File: src/rtl/sram_arb_pkg.sv
// Shared defaults and node-entry layout for the SRAM port arbiter.
// The optional write-acknowledge feature is selected by SRAM_ARB_WR_ACK_EN (see sram_port_arbiter).
package sram_arb_pkg;

  localparam int N_REQ_DEF      = 2;
  localparam int ADDR_WIDTH_DEF = 4;
  localparam int DATA_WIDTH_DEF = 34;
  localparam int RD_LAT_DEF     = 1;

  localparam int TAG_WIDTH = $clog2(N_REQ_DEF);

  // Node entry {f0, f1, f2, f3} with f0 in the MSBs.
  localparam int F0_W = 8;
  localparam int F1_W = 8;
  localparam int F2_W = 8;
  localparam int F3_W = 10;
  localparam int F3_OFF = 0;
  localparam int F2_OFF = F3_OFF + F3_W;
  localparam int F1_OFF = F2_OFF + F2_W;
  localparam int F0_OFF = F1_OFF + F1_W;

  function automatic logic [DATA_WIDTH_DEF-1:0] pack_node(
    input logic [F0_W-1:0] f0,
    input logic [F1_W-1:0] f1,
    input logic [F2_W-1:0] f2,
    input logic [F3_W-1:0] f3
  );
    logic [DATA_WIDTH_DEF-1:0] w;
    w = '0;
    w[F0_OFF +: F0_W] = f0;
    w[F1_OFF +: F1_W] = f1;
    w[F2_OFF +: F2_W] = f2;
    w[F3_OFF +: F3_W] = f3;
    return w;
  endfunction

endpackage

File: src/rtl/sram_port_arbiter_if.sv
// Request/response and SRAM-side bundle of the SRAM port arbiter.
// master = requesters plus SRAM (environment); slave = the arbiter itself.
interface sram_port_arbiter_if #(
  parameter int N_REQ      = sram_arb_pkg::N_REQ_DEF,
  parameter int ADDR_WIDTH = sram_arb_pkg::ADDR_WIDTH_DEF,
  parameter int DATA_WIDTH = sram_arb_pkg::DATA_WIDTH_DEF
) ();

  logic [N_REQ-1:0]            i_req_valid;
  logic [N_REQ-1:0]            o_req_ready;
  logic [N_REQ-1:0]            i_req_write;
  logic [N_REQ*ADDR_WIDTH-1:0] i_req_addr;
  logic [N_REQ*DATA_WIDTH-1:0] i_req_data;
  logic [N_REQ-1:0]            o_rsp_valid;
  logic [DATA_WIDTH-1:0]       o_rsp_data;
  logic [ADDR_WIDTH-1:0]       o_sram_addr;
  logic                        o_sram_write;
  logic [DATA_WIDTH-1:0]       o_sram_data;
  logic [DATA_WIDTH-1:0]       i_sram_data;

  modport master (
    output i_req_valid, i_req_write, i_req_addr, i_req_data, i_sram_data,
    input  o_req_ready, o_rsp_valid, o_rsp_data, o_sram_addr, o_sram_write, o_sram_data
  );

  modport slave (
    input  i_req_valid, i_req_write, i_req_addr, i_req_data, i_sram_data,
    output o_req_ready, o_rsp_valid, o_rsp_data, o_sram_addr, o_sram_write, o_sram_data
  );

endinterface

File: src/rtl/sram_port_arbiter_rr_arbiter.sv
// N-wide round-robin arbiter: the granted index becomes the lowest priority
// after each accept strobe. Pointer resets to N-1 so index 0 wins first.
module rr_arbiter #(
  parameter int N = 2
) (
  input  logic                 clk,
  input  logic                 rst_n,
  input  logic [N-1:0]         req,
  input  logic                 accept,
  output logic [N-1:0]         grant,
  output logic [$clog2(N)-1:0] grant_idx
);

  localparam int IW = $clog2(N);

  logic [IW-1:0] ptr_q;

  // NOTE: every output gets a default before the loop, so no path leaves one unassigned (no latch).
  always_comb begin
    grant     = '0;
    grant_idx = '0;
    // Walk from farthest to nearest so the nearest requester after the pointer wins.
    for (int i = N; i >= 1; i--) begin
      if (req[IW'((int'(ptr_q) + i) % N)]) begin
        grant                                = '0;
        grant[IW'((int'(ptr_q) + i) % N)]    = 1'b1;
        grant_idx                            = IW'((int'(ptr_q) + i) % N);
      end
    end
  end

  // NOTE: state registers use non-blocking assignment so all flops update together at the edge.
  always_ff @(posedge clk or negedge rst_n) begin
    if (!rst_n) begin
      ptr_q <= IW'(N - 1);
    end else if (accept) begin
      ptr_q <= grant_idx;
    end
  end

endmodule

File: src/rtl/sram_port_arbiter.sv
// Shares one single-port SRAM between N_REQ requesters with round-robin grant and tagged
// read-response routing. Define SRAM_ARB_WR_ACK_EN to also acknowledge writes.
module sram_port_arbiter
  import sram_arb_pkg::*;
#(
  parameter int N_REQ      = N_REQ_DEF,
  parameter int ADDR_WIDTH = ADDR_WIDTH_DEF,
  parameter int DATA_WIDTH = DATA_WIDTH_DEF,
  parameter int RD_LAT     = RD_LAT_DEF
) (
  input logic               i_clk,
  input logic               i_rst_n,
  sram_port_arbiter_if.slave bus
);

  localparam int IDX_W = $clog2(N_REQ);

`ifdef SRAM_ARB_WR_ACK_EN
  localparam bit WR_ACK = 1'b1;
`else
  localparam bit WR_ACK = 1'b0;
`endif

  typedef struct packed {
    logic             vld;
    logic [IDX_W-1:0] idx;
  } tag_t;

  logic [N_REQ-1:0]      grant;
  logic [IDX_W-1:0]      grant_idx;
  logic                  accept;
  logic                  sram_write_q;
  logic [ADDR_WIDTH-1:0] sram_addr_q;
  logic [DATA_WIDTH-1:0] sram_data_q;
  logic [DATA_WIDTH-1:0] rsp_data_q;
  logic [DATA_WIDTH-1:0] rsp_src;
  logic [N_REQ-1:0]      rsp_valid;
  tag_t                  tag_q [RD_LAT+1];

  rr_arbiter #(.N(N_REQ)) u_rr (
    .clk      (i_clk),
    .rst_n    (i_rst_n),
    .req      (bus.i_req_valid),
    .accept   (accept),
    .grant    (grant),
    .grant_idx(grant_idx)
  );

  // Ready is forced low while reset is held even if requests are pending.
  assign bus.o_req_ready = i_rst_n ? grant : '0;
  assign accept          = |bus.o_req_ready;

  // tag_q[0] travels with the command cycle; tag_q[RD_LAT] lines up with SRAM read data.
  // NOTE: the tag pipeline is reset because a stale valid bit would fire a phantom response.
  always_ff @(posedge i_clk or negedge i_rst_n) begin
    if (!i_rst_n) begin
      sram_write_q <= 1'b0;
      sram_addr_q  <= '0;
      sram_data_q  <= '0;
      rsp_data_q   <= '0;
      for (int i = 0; i <= RD_LAT; i++) tag_q[i] <= '0;
    end else begin
      sram_write_q <= accept && bus.i_req_write[grant_idx];
      if (accept) begin
        sram_addr_q <= bus.i_req_addr[grant_idx*ADDR_WIDTH +: ADDR_WIDTH];
        sram_data_q <= bus.i_req_data[grant_idx*DATA_WIDTH +: DATA_WIDTH];
      end
      tag_q[0].vld <= accept && (WR_ACK || !bus.i_req_write[grant_idx]);
      tag_q[0].idx <= grant_idx;
      for (int i = 1; i <= RD_LAT; i++) tag_q[i] <= tag_q[i-1];
      if (tag_q[RD_LAT].vld) rsp_data_q <= rsp_src;
    end
  end

`ifdef SRAM_ARB_WR_ACK_EN
  logic [RD_LAT:0]       ack_wr_q;
  logic [DATA_WIDTH-1:0] ack_data_q [RD_LAT+1];

  always_ff @(posedge i_clk or negedge i_rst_n) begin
    if (!i_rst_n) begin
      ack_wr_q <= '0;
    end else begin
      ack_wr_q <= {ack_wr_q[RD_LAT-1:0], accept && bus.i_req_write[grant_idx]};
    end
  end

  // Write data only matters when qualified by ack_wr_q, so it needs no reset.
  always_ff @(posedge i_clk) begin
    ack_data_q[0] <= bus.i_req_data[grant_idx*DATA_WIDTH +: DATA_WIDTH];
    for (int i = 1; i <= RD_LAT; i++) ack_data_q[i] <= ack_data_q[i-1];
  end

  assign rsp_src = ack_wr_q[RD_LAT] ? ack_data_q[RD_LAT] : bus.i_sram_data;
`else
  assign rsp_src = bus.i_sram_data;
`endif

  always_comb begin
    rsp_valid = '0;
    if (tag_q[RD_LAT].vld) rsp_valid[tag_q[RD_LAT].idx] = 1'b1;
  end

  assign bus.o_rsp_valid  = rsp_valid;
  assign bus.o_rsp_data   = tag_q[RD_LAT].vld ? rsp_src : rsp_data_q;
  assign bus.o_sram_write = sram_write_q;
  assign bus.o_sram_addr  = sram_addr_q;
  assign bus.o_sram_data  = sram_data_q;

endmodule
File: src/flat_wrapper.sv
// flat-port wrapper written by rule: the top's interface ports become plain ports
module sram_port_arbiter_flat import sram_arb_pkg::*;
#(
  parameter int N_REQ      = N_REQ_DEF,
  parameter int ADDR_WIDTH = ADDR_WIDTH_DEF,
  parameter int DATA_WIDTH = DATA_WIDTH_DEF,
  parameter int RD_LAT     = RD_LAT_DEF
)
  (i_clk, i_rst_n, bus_i_req_valid, bus_i_req_write, bus_i_req_addr, bus_i_req_data, bus_i_sram_data, bus_o_req_ready, bus_o_rsp_valid, bus_o_rsp_data, bus_o_sram_addr, bus_o_sram_write, bus_o_sram_data);
  sram_port_arbiter_if #(.N_REQ(N_REQ), .ADDR_WIDTH(ADDR_WIDTH), .DATA_WIDTH(DATA_WIDTH)) bus_i ();
  input logic i_clk;
  input logic i_rst_n;
  input wire logic [$bits(bus_i.i_req_valid)-1:0] bus_i_req_valid;
  input wire logic [$bits(bus_i.i_req_write)-1:0] bus_i_req_write;
  input wire logic [$bits(bus_i.i_req_addr)-1:0] bus_i_req_addr;
  input wire logic [$bits(bus_i.i_req_data)-1:0] bus_i_req_data;
  input wire logic [$bits(bus_i.i_sram_data)-1:0] bus_i_sram_data;
  output wire logic [$bits(bus_i.o_req_ready)-1:0] bus_o_req_ready;
  output wire logic [$bits(bus_i.o_rsp_valid)-1:0] bus_o_rsp_valid;
  output wire logic [$bits(bus_i.o_rsp_data)-1:0] bus_o_rsp_data;
  output wire logic [$bits(bus_i.o_sram_addr)-1:0] bus_o_sram_addr;
  output wire logic [$bits(bus_i.o_sram_write)-1:0] bus_o_sram_write;
  output wire logic [$bits(bus_i.o_sram_data)-1:0] bus_o_sram_data;
  assign bus_i.i_req_valid = bus_i_req_valid;
  assign bus_i.i_req_write = bus_i_req_write;
  assign bus_i.i_req_addr = bus_i_req_addr;
  assign bus_i.i_req_data = bus_i_req_data;
  assign bus_i.i_sram_data = bus_i_sram_data;
  assign bus_o_req_ready = bus_i.o_req_ready;
  assign bus_o_rsp_valid = bus_i.o_rsp_valid;
  assign bus_o_rsp_data = bus_i.o_rsp_data;
  assign bus_o_sram_addr = bus_i.o_sram_addr;
  assign bus_o_sram_write = bus_i.o_sram_write;
  assign bus_o_sram_data = bus_i.o_sram_data;
  sram_port_arbiter #(.N_REQ(N_REQ), .ADDR_WIDTH(ADDR_WIDTH), .DATA_WIDTH(DATA_WIDTH), .RD_LAT(RD_LAT)) u_core (.i_clk(i_clk), .i_rst_n(i_rst_n), .bus(bus_i));
endmodule
File: config.mk
export PLATFORM = sky130hd
export DESIGN_NAME = sram_port_arbiter_flat
export DESIGN_NICKNAME = d
export VERILOG_FILES = /design/src/rtl/sram_arb_pkg.sv /design/src/rtl/sram_port_arbiter_if.sv /design/src/rtl/sram_port_arbiter_rr_arbiter.sv /design/src/rtl/sram_port_arbiter.sv /design/src/flat_wrapper.sv
export SDC_FILE = /design/constraint.sdc
export NUM_CORES = 1
export LEC_CHECK = 0
export ABC_AREA = 1
export BUFFER_PORTS_ARGS = -buffer_cell sky130_fd_sc_hd__buf_4
export CAP_MARGIN = 25
export CORE_MARGIN = 2
export CORE_UTILIZATION = 40
export CTS_CLUSTER_DIAMETER = 80
export CTS_CLUSTER_SIZE = 16
export DETAILED_ROUTE_END_ITERATION = 8
export PLACE_DENSITY = 0.84
export REMOVE_ABC_BUFFERS = 1
export SLEW_MARGIN = 20
export SYNTH_ARGS = -nofsm -noshare
export SYNTH_HDL_FRONTEND = slang
export SYNTH_SLANG_ARGS = --single-unit
File: constraint.sdc
create_clock -name i_clk -period 1.34 [get_ports i_clk]
set_input_delay 0.268 -clock i_clk [delete_from_list [all_inputs] [get_ports i_clk]]
set_output_delay 0.268 -clock i_clk [all_outputs]
set_load 0.01 [all_outputs]
After elaboration in Yosys (flattened, before gate mapping)
Cells that the tools add are included.

Add/sub/neg operators: 2. Reductions and logical operators: 7. Multiply operators: 1. Multiplexer cells: 19. Shift-type cells: 2. Order comparisons: 7.

Operators with widths (count): 68-bit by 8-bit indexed part select with 34-bit output (1); 34-bit 2-to-1 mux (1); 1-bit 2-to-1 mux (11); 2-bit 2-to-1 mux (4); 8-bit by 4-bit indexed part select with 4-bit output (1); 1-bit by 3-bit less-than comparator with 1-bit output (second input constant) (2); 1-bit by 5-bit multiplier with 6-bit output (second input constant) (1); 1-bit logical AND (5); 1-bit by 2-bit less-than comparator with 1-bit output (second input constant) (2); 1-bit demux with 1-bit select (3); 1-bit greater-or-equal comparator (second input constant) (3); 1-bit adder (second input constant) (2); 2-bit OR reduction (1); 1-bit zero test (1).

Logic and storage cells: 47. Output and inout port bits: 77. Bits of input ports: 116. Register bits: 78.

Depth between registers and ports, before layout
Word-level depth: 10. Mapped depth: 6. Mapped depth without buffers: 3.

By module
From an unflattened synthesis, not the netlist that was laid out.

Cells, all modules: 466. Area total of the unflattened synthesis: 3522.1 um^2.

By module, submodules not included: sram_port_arbiter (instances 1, area each 3449.6 um^2, cells an instance 454, sequential area each 1926.8 um^2); rr_arbiter (instances 1, area each 72.6 um^2, cells an instance 12, sequential area each 26.3 um^2).

Worst setup path after synthesis
No wires, ideal clock.

Kind: register to output. Start: reg u_core.u_rr.ptr_q. End: out bus_o_req_ready[0]. Path slack: 0.070 ns. Data arrival time: 1.002 ns. Buffers on the path: 3. Required time: 1.072 ns. Stages on the path, launching flop included: 6. Path through: dfstp_2 buf_4 nand3_2 buf_6 inv_1 buf_4.

Word-level cells in the longest chain between the ends: 8. Elaborated cells on any way between the ends: 15. Those cells by class: add/sub (2); order compare (4); mux (7); reduce/logical (2).

Ends and longest elaborated chain: from (decl) (RTL line sram_port_arbiter_rr_arbiter.sv:16) `logic [IW-1:0] ptr_q;`; from (signal assigned) (RTL line sram_port_arbiter_rr_arbiter.sv:35) `ptr_q <= IW'(N - 1);`; from (signal assigned) (RTL line sram_port_arbiter_rr_arbiter.sv:37) `ptr_q <= grant_idx;`; 1-bit adder (RTL line sram_port_arbiter_rr_arbiter.sv:26) `grant[IW'((int'(ptr_q) + i) % N)] = 1'b1;`; 1-bit by 3-bit less-than comparator with 1-bit output (not written as such) / 1-bit greater-or-equal comparator (equally long branches) (RTL line sram_port_arbiter_rr_arbiter.sv:26); 1-bit logical AND (not written as such) (RTL line sram_port_arbiter_rr_arbiter.sv:26); 1-bit 2-to-1 mux (not written as such) (RTL line sram_port_arbiter_rr_arbiter.sv:26); 1-bit demux with 1-bit select (RTL line sram_port_arbiter_rr_arbiter.sv:26); 2-bit 2-to-1 mux (RTL line sram_port_arbiter_rr_arbiter.sv:24) `if (req[IW'((int'(ptr_q) + i) % N)]) begin`; 2-bit 2-to-1 mux (*) (RTL line sram_port_arbiter_rr_arbiter.sv:24); 2-bit 2-to-1 mux (*) (RTL line sram_port_arbiter.sv:50) `assign bus.o_req_ready = i_rst_n ? grant : '0;`; to (decl) (RTL line flat_wrapper.sv:18) `output wire logic [$bits(bus_i.o_req_ready)-1:0] bus_o_req_ready;`.

Mark *: on every way between the ends. The rest lies on a longest branch, timed or not.

Worst setup path in the final report
Start: reg u_core.tag_q[1] in the netlist's numbering. End: out bus_o_rsp_data[33].

Word-level cells in the longest chain between the ends: 1.

Ends and longest elaborated chain: from (decl) (RTL line sram_port_arbiter.sv:38) `tag_t tag_q [RD_LAT+1];`; 34-bit 2-to-1 mux; to (decl) (RTL line flat_wrapper.sv:20) `output wire logic [$bits(bus_i.o_rsp_data)-1:0] bus_o_rsp_data;`.

Every way passes these cells.

==> flow_summary_export.csv <==
group,metric,value,unit
routing,drt_wl_total,10.7,mm
routing,highest_layer,"met4",
critical_path,worstPathMaxFanout,8,
flow_run,max_cap_violations,0,
cts,cts.path.max_buffers,2,
critical_path,crit_type,"reg -> out",
cts,cts_tree,"yes",
min_path,hp-class,"in -> reg",
final_layout,syn2layout_area_growth,73.6,%
timing,worst_slack,-302,ps
final_layout,fin_nets,635,
cts,cts_buffers,9,
critical_path,critPathLaunchType,"register",
cts,h-tree-depth,3,
critical_path,critPathArrivalTime,1370,ps
routing,wl_per_cell,17.0,um
die,die_w,91.9,um
die,initial_core_util,40.6,%
power_and_ir_drop,ir_worst_vdd,0.00103,V
yosys,synthFlopType,"dfrtp_1",
run_status,status,"finished with violations",
power_and_ir_drop,p_leak,0.00284,uW
die,num_io_pins,193,
place,io_buffers,151,
yosys,netlist_instances,338,
yosys,synthArstFlopShare,100,%
final_layout,n_antenna_cell,0,
cts,clock_sinks,78,
yosys,synth_top_area_share,62.3,%
yosys,yosysTopAreaCell,"dfrtp_1",
routing,via_per_inst,4.98,
yosys,synth_area,3090,sq um
die,core_area,7610,sq um
timing,whs,151,ps
global_route,grt_max_degree,80,
final_layout,drive_above_1_share,54.0,%
routing,ant_nets,0,
place,place_ws,105,ps
place,place_congestion,0.698,
global_route,antenna_found_initial,0,
global_route,grt_pass1_vias,2610,
cts,root_buffer,"clkbuf_8",
timing,finalCriticalPeriod,1640,ps
routing,detail_route.first_pass.iterations,4,
yosys,yosysUniqueCellTypes,12,
yosys,synth_common_cells,"nand2_1, dfrtp_1, nand4_1",
yosys,ys_seq_elements,78,
cts,clk_pin_slew,90,ps
routing,wl_met1,4.32,mm
routing,drc,0,
die,rows,32,
final_layout,n_fill_cell,515,
place,dp_hpwl,5.26,mm
yosys,yosysMostFrequentCell,"nand2_1",
cts,clk_latency,340,ps
yosys,syn_avg_cell_area,9.14,sq um
global_route,grt-ovfl-total,0,
routing,dr_wl_met3,1.06,mm
yosys,synth_edf_count,0,
run_status,violations,"setup timing",
timing,setup_viol,37,
timing,final_max_slew_viol_count,0,
final_layout,final_area,5370,sq um
timing,max_freq,0.609,GHz
yosys,synth_area_leaders,"dfrtp_1, nand2_1, nand4_1",
routing,wl_met2,4.98,mm
place,placed_cell_area,4320,sq um
critical_path,end_kind,"primary output",
timing,finalCritPeriodShare,123,%
power_and_ir_drop,p_total,11600,uW
die,dieArea,8450,sq um
power_and_ir_drop,pwr_density_cell,2150,nW/um^2
die,dieHeight,91.9,um
routing,vias,3116,
yosys,synth_warnings,0,
timing,hold_viol_final,0,
timing,tns,-9240,ps
timing,rsz0062_at_grt,"true",
global_route,grt.total_usage,18.5,%
global_route,grt_pass1_wl,12.3,mm
timing,fin_skew,10.1,ps
critical_path,crit_required,1070,ps
yosys,seq_area_frac_synth,63.2,%
routing,initialDrtViolationCount,157,
worst max-delay path, cell delays in order (launching register included):
cell,delay (ps)
dfrtp_2,450
clkinv_4,130
buf_8,160
nand2_1,70
nand2_1,110
buf_6,110
final timing paths:
kind / startpoint / to / slack, ps / depth (start not counted)
min reg2reg: u_core.tag_q[2]$_DFF_PN0_ / u_core.tag_q[0]$_DFF_PN0_ / 370 / 0
max reg2reg: u_core.u_rr.ptr_q$_DFFE_PN1P_ / u_core.bus.o_sram_data[12]$_DFFE_PN0P_ / 130 / 4
max in group asynchronous: i_rst_n / u_core.rsp_data_q[18]$_DFF_PN0_ / 680 / 3
min in group asynchronous: i_rst_n / u_core.bus.o_sram_data[15]$_DFFE_PN0P_ / 300 / 3
min: bus_i_req_data[2] / u_core.bus.o_sram_data[2]$_DFFE_PN0P_ / 150 / 3
max: u_core.tag_q[1]$_DFF_PN0_ / bus_o_rsp_data[33] / -300 / 5
sequential cells by signal, indices dropped and copies added (netlist names):
signal	flops
u_core.bus.o_sram_addr	4
u_core.bus.o_sram_data	34
u_core.bus.o_sram_write	1
u_core.rsp_data_q	34
u_core.tag_q	4
u_core.u_rr.ptr_q	1
power breakdown:
part / internal, uW / switching, uW / total, uW
logic: 3120 / 2510 / 5640
clock network: 858 / 841 / 1700
registers: 3460 / 753 / 4210
total: 7440 / 4110 / 11600
layout make-up:
cell class | instances | area, sq um | area share, %
timing repair buffer | 198 | 1770 | 32.9
tap | 102 | 128 | 2.38
clock buffer | 10 | 128 | 2.38
clock inverter | 6 | 62.6 | 1.17
multi-input combinational | 224 | 1290 | 24.1
inverter | 8 | 35.0 | 0.653
sequential | 78 | 1950 | 36.4
logic make-up (layout without fill, tap and decap cells):
logic type / after synthesis / after routing / synth area share [%]
flops: 78 / 78 / 63.2
other cells: 1 / 1 / 0.121
simple gates: 223 / 223 / 30.5
buf+inv: 36 / 222 / 6.15
metrics by stage:
step,std cells,util [%]
finish,626,70.5
detailed placement,572,56.8
floorplan,310,-
CTS,592,60.0
global placement,572,56.8
global route,626,70.5
layer usage:
layer  global-route usage (%)  vias to the layer above
met4                     8.21                        0
li1                         -                     1431
met5                        0                        -
met2                     28.6                      167
met3                     6.41                       21
met1                     23.8                     1497
placed cells by master, fill, tap and decap left out, drive strengths merged:
| cell type | Yosys | routed |
|---|---|---|
| buf | 28 | 193 |
| nor2 | 3 | 3 |
| conb | 1 | 1 |
| clkinv | 0 | 6 |
| dfrtp | 77 | 77 |
| nand2 | 179 | 179 |
| clkbuf | 0 | 14 |
| dfstp | 1 | 1 |
| nand3 | 1 | 1 |
| inv | 8 | 7 |
| nand4 | 40 | 40 |
| dlymetal6s4s | 0 | 1 |
| bufinv | 0 | 1 |
repair_timing:
item / CTS / global route
hold endpoints to repair: 39 / 0
pin swaps: 1 / 17
buffers inserted: 3 / 27
endpoints found under the setup margin: 37 / 58
resized for setup: 6 / 139
gates cloned: 0 / 7
hold buffers: 1 / 0
(Power assumes the default switching activity.)
